`src/rtl/key_repeat_pkg.sv`:
```
// key_repeat_pkg
//   Shared types and defaults for the key auto-repeat block and its users.
//   - key_rep_state_t : arbitration/repeat state (IDLE, DELAY, REPEAT)
//   - DEF_* constants : default key count, countdown width and tick timings
package key_repeat_pkg;

    typedef enum logic [1:0] {
        IDLE   = 2'd0,
        DELAY  = 2'd1,
        REPEAT = 2'd2
    } key_rep_state_t;

    localparam int unsigned DEF_N_KEYS       = 4;
    localparam int unsigned DEF_CNT_W        = 8;
    localparam logic [7:0]  DEF_DELAY_TICKS  = 8'd50;
    localparam logic [7:0]  DEF_REPEAT_TICKS = 8'd10;

endpackage

```
`src/rtl/key_repeat_if.sv`:
```
// key_repeat_if
//   Groups the key-repeat signals between the button front end and game logic.
//   tick    : one-cycle timing enable from the clock divider
//   keys_in : debounced button levels, 1 = pressed
//   act     : one-hot one-cycle pulse, press or repeat of the owner key
//   rel     : one-hot one-cycle pulse, owner key released
//   owner   : one-hot level, key currently owning the block (0 when idle)
//   Modports: master drives tick/keys_in, slave (the key_repeat block) drives
//   act/rel/owner.
interface key_repeat_if
    import key_repeat_pkg::*;
#(
    parameter int unsigned N_KEYS = DEF_N_KEYS
);

    logic              tick;
    logic [N_KEYS-1:0] keys_in;
    logic [N_KEYS-1:0] act;
    logic [N_KEYS-1:0] rel;
    logic [N_KEYS-1:0] owner;

    modport master (
        output tick,
        output keys_in,
        input  act,
        input  rel,
        input  owner
    );

    modport slave (
        input  tick,
        input  keys_in,
        output act,
        output rel,
        output owner
    );

endinterface

```
`src/rtl/key_repeat_tick_countdown.sv`:
```
// tick_countdown
//   Loadable down-counter advanced by a tick enable; general-purpose game timer.
//   clk, rst_n  : clock, asynchronous active-low reset (count clears to 0)
//   i_load      : load i_load_val (takes priority over i_tick)
//   i_load_val  : value to load; 0 gives a timer that never fires
//   i_tick      : count enable
//   o_fire      : combinational, high when a tick arrives with count == 1
//   After firing without a reload the count rests at 0 (one-shot).
module tick_countdown #(
    parameter int unsigned CNT_W = 8
) (
    input  logic             clk,
    input  logic             rst_n,
    input  logic             i_load,
    input  logic [CNT_W-1:0] i_load_val,
    input  logic             i_tick,
    output logic             o_fire
);

    logic [CNT_W-1:0] r_cnt;

    assign o_fire = i_tick & (r_cnt == CNT_W'(1));

    always_ff @(posedge clk or negedge rst_n) begin
        if (!rst_n) begin
            r_cnt <= '0;
        end else if (i_load) begin
            r_cnt <= i_load_val;
        end else if (i_tick && (r_cnt != '0)) begin
            r_cnt <= r_cnt - CNT_W'(1);
        end
    end

endmodule

```
`src/rtl/key_repeat.sv`:
```
// key_repeat
//   Converts debounced button levels into one-cycle action pulses: one on
//   press, then typematic repeats while held. One key owns the block at a
//   time; the lowest-index newly pressed key wins. Timing counts ticks.
//   clk   : system clock
//   rst_n : asynchronous active-low reset
//   kif   : key_repeat_if.slave (tick, keys_in in; act, rel, owner out)
//   DELAY_TICKS = 0 disables auto-repeat; REPEAT_TICKS must be >= 1.
module key_repeat
    import key_repeat_pkg::*;
#(
    parameter int unsigned      N_KEYS       = DEF_N_KEYS,
    parameter int unsigned      CNT_W        = DEF_CNT_W,
    parameter logic [CNT_W-1:0] DELAY_TICKS  = CNT_W'(DEF_DELAY_TICKS),
    parameter logic [CNT_W-1:0] REPEAT_TICKS = CNT_W'(DEF_REPEAT_TICKS)
) (
    input  logic        clk,
    input  logic        rst_n,
    key_repeat_if.slave kif
);

    key_rep_state_t    r_state, w_state_nxt;
    logic [N_KEYS-1:0] r_last;
    logic [N_KEYS-1:0] r_owner, w_owner_nxt;
    logic [N_KEYS-1:0] r_act, w_act_nxt;
    logic [N_KEYS-1:0] r_rel, w_rel_nxt;
    logic [N_KEYS-1:0] w_rise;
    logic [N_KEYS-1:0] w_pick;
    logic              w_held;
    logic              w_load;
    logic [CNT_W-1:0]  w_load_val;
    logic              w_cnt_tick;
    logic              w_fire;

    assign w_rise = kif.keys_in & ~r_last;
    // Isolate the lowest set bit (x & -x): lowest-index priority.
    assign w_pick = w_rise & (~w_rise + N_KEYS'(1));
    assign w_held = |(kif.keys_in & r_owner);
    // Count only while an owner is held, so a release cycle never fires.
    assign w_cnt_tick = kif.tick & w_held & (r_state != IDLE);

    tick_countdown #(
        .CNT_W (CNT_W)
    ) u_countdown (
        .clk        (clk),
        .rst_n      (rst_n),
        .i_load     (w_load),
        .i_load_val (w_load_val),
        .i_tick     (w_cnt_tick),
        .o_fire     (w_fire)
    );

    always_comb begin
        w_state_nxt = r_state;
        w_owner_nxt = r_owner;
        w_act_nxt   = '0;
        w_rel_nxt   = '0;
        w_load      = 1'b0;
        w_load_val  = REPEAT_TICKS;
        case (r_state)
            IDLE: begin
                if (|w_rise) begin
                    w_state_nxt = DELAY;
                    w_owner_nxt = w_pick;
                    w_act_nxt   = w_pick;
                    w_load      = 1'b1;
                    w_load_val  = DELAY_TICKS;
                end
            end
            DELAY, REPEAT: begin
                if (!w_held) begin
                    w_state_nxt = IDLE;
                    w_owner_nxt = '0;
                    w_rel_nxt   = r_owner;
                end else if (w_fire) begin
                    w_state_nxt = REPEAT;
                    w_act_nxt   = r_owner;
                    w_load      = 1'b1;
                    w_load_val  = REPEAT_TICKS;
                end
            end
            default: begin
                w_state_nxt = IDLE;
                w_owner_nxt = '0;
            end
        endcase
    end

    always_ff @(posedge clk or negedge rst_n) begin
        if (!rst_n) begin
            r_state <= IDLE;
            r_last  <= '1;
            r_owner <= '0;
            r_act   <= '0;
            r_rel   <= '0;
        end else begin
            r_state <= w_state_nxt;
            r_last  <= kif.keys_in;
            r_owner <= w_owner_nxt;
            r_act   <= w_act_nxt;
            r_rel   <= w_rel_nxt;
        end
    end

    assign kif.act   = r_act;
    assign kif.rel   = r_rel;
    assign kif.owner = r_owner;

endmodule
```
`src/flat_wrapper.sv`:
```
// flat-port wrapper written by rule: the top's interface ports become plain ports
module key_repeat_flat import key_repeat_pkg::*;
#(
    parameter int unsigned      N_KEYS       = DEF_N_KEYS,
    parameter int unsigned      CNT_W        = DEF_CNT_W,
    parameter logic [CNT_W-1:0] DELAY_TICKS  = CNT_W'(DEF_DELAY_TICKS),
    parameter logic [CNT_W-1:0] REPEAT_TICKS = CNT_W'(DEF_REPEAT_TICKS)
)
  (clk, rst_n, kif_tick, kif_keys_in, kif_act, kif_rel, kif_owner);
  key_repeat_if #(.N_KEYS(N_KEYS)) kif_i ();
  input  logic clk;
  input  logic rst_n;
  input wire logic [$bits(kif_i.tick)-1:0] kif_tick;
  input wire logic [$bits(kif_i.keys_in)-1:0] kif_keys_in;
  output wire logic [$bits(kif_i.act)-1:0] kif_act;
  output wire logic [$bits(kif_i.rel)-1:0] kif_rel;
  output wire logic [$bits(kif_i.owner)-1:0] kif_owner;
  assign kif_i.tick = kif_tick;
  assign kif_i.keys_in = kif_keys_in;
  assign kif_act = kif_i.act;
  assign kif_rel = kif_i.rel;
  assign kif_owner = kif_i.owner;
  key_repeat #(.N_KEYS(N_KEYS), .CNT_W(CNT_W), .DELAY_TICKS(DELAY_TICKS), .REPEAT_TICKS(REPEAT_TICKS)) u_core (.clk(clk), .rst_n(rst_n), .kif(kif_i));
endmodule
```
`config.mk`:
```
export PLATFORM = sky130hd
export DESIGN_NAME = key_repeat_flat
export DESIGN_NICKNAME = d
export VERILOG_FILES = /design/src/rtl/key_repeat_pkg.sv /design/src/rtl/key_repeat_if.sv /design/src/rtl/key_repeat_tick_countdown.sv /design/src/rtl/key_repeat.sv /design/src/flat_wrapper.sv
export SDC_FILE = /design/constraint.sdc
export NUM_CORES = 1
export LEC_CHECK = 0
export BUFFER_PORTS_ARGS = -buffer_cell sky130_fd_sc_hd__buf_4
export CAP_MARGIN = 20
export CORE_MARGIN = 2
export CORE_UTILIZATION = 50
export DETAILED_ROUTE_END_ITERATION = 7
export PLACE_DENSITY = 0.74
export SLEW_MARGIN = 20
export SYNTH_ARGS = -nofsm -noshare
export SYNTH_HDL_FRONTEND = slang
export SYNTH_HIERARCHICAL = 1
export SYNTH_SLANG_ARGS = --single-unit
```
`constraint.sdc`:
```
create_clock -name clk -period 2.2 [get_ports clk]
set_input_delay 0.22 -clock clk [delete_from_list [all_inputs] [get_ports clk]]
set_output_delay 0.22 -clock clk [all_outputs]
set_load 0.05 [all_outputs]
```
==> impl_metrics.ini <==
[setup_path]
crit_required_ns = 2.46
cp-start-kind = register
arrival_ns = 2.35
crit_path_cell_trace = a22o_2 > nor2_4 > nor3b_2 > buf_4 > nand3_2 > nor2_2 > nand2_1 > a21oi_2 > buf_6 > o41ai_2 > a31o_1
crit_path_max_incr_delay_ns = 0.46
path_class = register to register
crit_path_max_fanout = 10
critPathSlowestCell = dfrtp_2
crit_path_end_kind = register

[sta]
period_minus_slack_ns = 2.08
hold_viol_final = 0
setup_ws_ns = 0.117
fin_skew_ns = 0.00295
finalSetupTns_ns = 0
finalSetupViolations = 0
fmax_mhz = 480
period_share = 0.947
drv_slew = 0

[global_routing]
grt_usage = 0.208
met2_usage = 0.292
grt_overflow = 0
grt_pass1_vias = 1100
grt_max_degree = 27
top_usage_layer = met1
grt_antenna_before_repair = 0
met3_usage = 0.0300
grtUsageMet1 = 0.321
grt_pass1_wl_microns = 5220

[synth]
synth-warning-count = 6
synth_cell_types = 47
syn_inst = 134
avgSynthCellArea_sq_um = 10.2
synth_top_area_frac = 0.402
synth-seq-area-share = 0.479
async_flop_share = 1.00
yosysTopAreaCell = dfrtp_1
synth_edf_count = 0
ys_ff_latch = 26
synth_area_leaders = dfrtp_1 (40%), dfstp_2 (7.7%), a21oi_1 (4.0%), ha_1 (3.7%), nor3b_1 (2.7%)
yosysMostFrequentCell = dfrtp_1
synthTopCellsByCount = dfrtp_1 (22), a21oi_1 (11), inv_1 (9)
syn_area_sq_um = 1370
synth-main-ff-cell = dfrtp_1

[place]
pre_cts_ws_ns = 0.0565
placed_cell_area_sq_um = 1640
gp_congestion = 0.876
numPortBuffers = 18
hpwl_microns = 2230
dp.cells = 192

[cells_and_area]
area_growth_pct = 30.6
drive_above_1_share = 0.343
final_cell_area_sq_um = 1790
diodes = 0
final_util = 0.703
fin_cells = 202
fin_nets = 184

[clock_tree]
cts_root_buffer = clkbuf_4
cts_buffers = 3
clock_latency_ns = 0.31
cts.htree.levels = 1
tritoncts_num_sinks = 26
path_clk_slew_ns = 0.14
clk_path_buf_depth = 2
cts_tree = built

[status]
outcome = finished, final reports clean

[die]
die_w_microns = 56.3
start_util = 0.538
die_h_microns = 56.3
coreArea_sq_um = 2540
dieArea_sq_um = 3170
rows = 18
pin_count = 19

[route]
viasPerCell = 6.01
routed_wirelength_microns = 3160
drc_errors = 0
ant_nets = 0
initialDrtViolationCount = 37
wl_per_cell_microns = 15.7
routed-via-count = 1215
firstDrtPassIters = 4

[pwr]
ir_worst_vdd_v = 0.000914
power_density_nw_per_um2 = 1090
pwr-share-clk = 0.122
p_leak_nw = 0.797
p_seq_frac = 0.375
switching_share = 0.423
p_int_mw = 1.12
p_comb_frac = 0.504
p_sw_uw = 823

[min_path]
hold_path_class = input port to register

[job]
cap_viol_max_count = 0
[through the flow]
stage	hold slack [ns]	total power [mW]
4_1_cts	0.000581	1.88
6_report	0.272	1.95
2_1_floorplan	-0.0756	1.34
3_3_place_gp	0.137	1.62
3_5_place_dp	0.143	1.63
5_1_grt	0.283	2.08
[cells in the final DEF (no fill, tap or decap), types with 2 or more instances in the layout]
master / synthesis / final
clkbuf_4: 0 / 3
o2bb2ai_1: 3 / 3
nand4b_1: 2 / 2
nor2_1: 8 / 6
a2bb2oi_1: 2 / 2
nand3_1: 7 / 6
nor3b_1: 5 / 3
ha_1: 4 / 4
o41ai_2: 1 / 2
nor2b_4: 2 / 2
a211o_1: 2 / 2
nand4_1: 2 / 2
nand2_1: 7 / 7
a21oi_1: 11 / 10
conb_1: 2 / 5
nor3b_2: 0 / 2
buf_4: 0 / 29
dfrtp_2: 0 / 4
o211ai_1: 2 / 2
dfstp_2: 4 / 4
o21ai_1: 2 / 2
nor4_1: 2 / 2
dlygate4sd3_1: 0 / 5
inv_1: 9 / 9
and3_1: 4 / 4
dfrtp_1: 22 / 18
[flip-flops by register name (all words and copies together), names as in the netlist]
name and flops:
u_core/r_state 2, u_core/u_countdown/r_cnt 8, u_core/kif.owner 4, u_core/r_last 4, u_core/kif.rel 4, u_core/kif.act 4
[layout make-up]
| type | count | area, sq um |
|---|---|---|
| Clock buffer | 4 | 36.3 |
| Timing Repair Buffer | 36 | 299 |
| Multi-Input combinational cell | 97 | 721 |
| Fill cell | 187 | 757 |
| Inverter | 9 | 33.8 |
| Sequential cell | 26 | 661 |
| Tap cell | 30 | 37.5 |
[worst max-delay path, delay by kind of cell, from the launching register on]
kind / cells / cell delay [ns]
and+or+nand+nor: 5 / 0.38
DFF: 1 / 0.46
AOI/OAI and AO/OA: 4 / 0.88
buffers and inverters: 2 / 0.31
[power groups by stage]
stage | clock network [mW] | registers [mW] | logic [mW]
after global placement | 0 | 0.722 | 0.895
after detailed placement | 0 | 0.729 | 0.904
final | 0.237 | 0.729 | 0.980
after floorplan | 0 | 0.847 | 0.489
after CTS | 0.249 | 0.718 | 0.917
after global routing | 0.260 | 0.748 | 1.07
[cells by family after synthesis]
family                   Yosys count  synth area share
AO/OA/AOI/OAI                     39             0.215
adder cells (fa/ha/maj)            4            0.0366
buffers and inverters             14            0.0402
flip-flops                        26             0.479
other                              2           0.00549
AND/OR/NAND/NOR                   49             0.224
[metal layers]
layer  vias to the layer above  share of wire
met5                         -              0
met4                         0          0.010
met3                         4          0.050
met2                        48           0.44
met1                       587           0.50
li1                        576              -
[final timing paths]
kind,slack [ns],start,cells after the start,to
worst min-delay path,0.27,kif_keys_in[0],4,u_core/kif.act[1]
worst max-delay path,0.12,u_core/kif.owner[3],11,u_core/u_countdown/r_cnt[4]
worst max register to register,0.12,u_core/kif.owner[3],11,u_core/u_countdown/r_cnt[4]
worst min register to register,0.57,u_core/kif.owner[2],1,u_core/kif.owner[2]
max in group asynchronous,1.58,rst_n,2,u_core/r_last[1]
min in group asynchronous,0.33,rst_n,2,u_core/kif.act[1]
[what timing repair did]
| item | in CTS | in global routing |
|---|---|---|
| setup buffers | 0 | 1 |
| endpoints found under the hold margin | 25 | 1 |
| setup endpoints to repair | 0 | 8 |
| resized for setup | 0 | 8 |
| hold buffers | 4 | 1 |
Power figures use the tool's default switching activity.
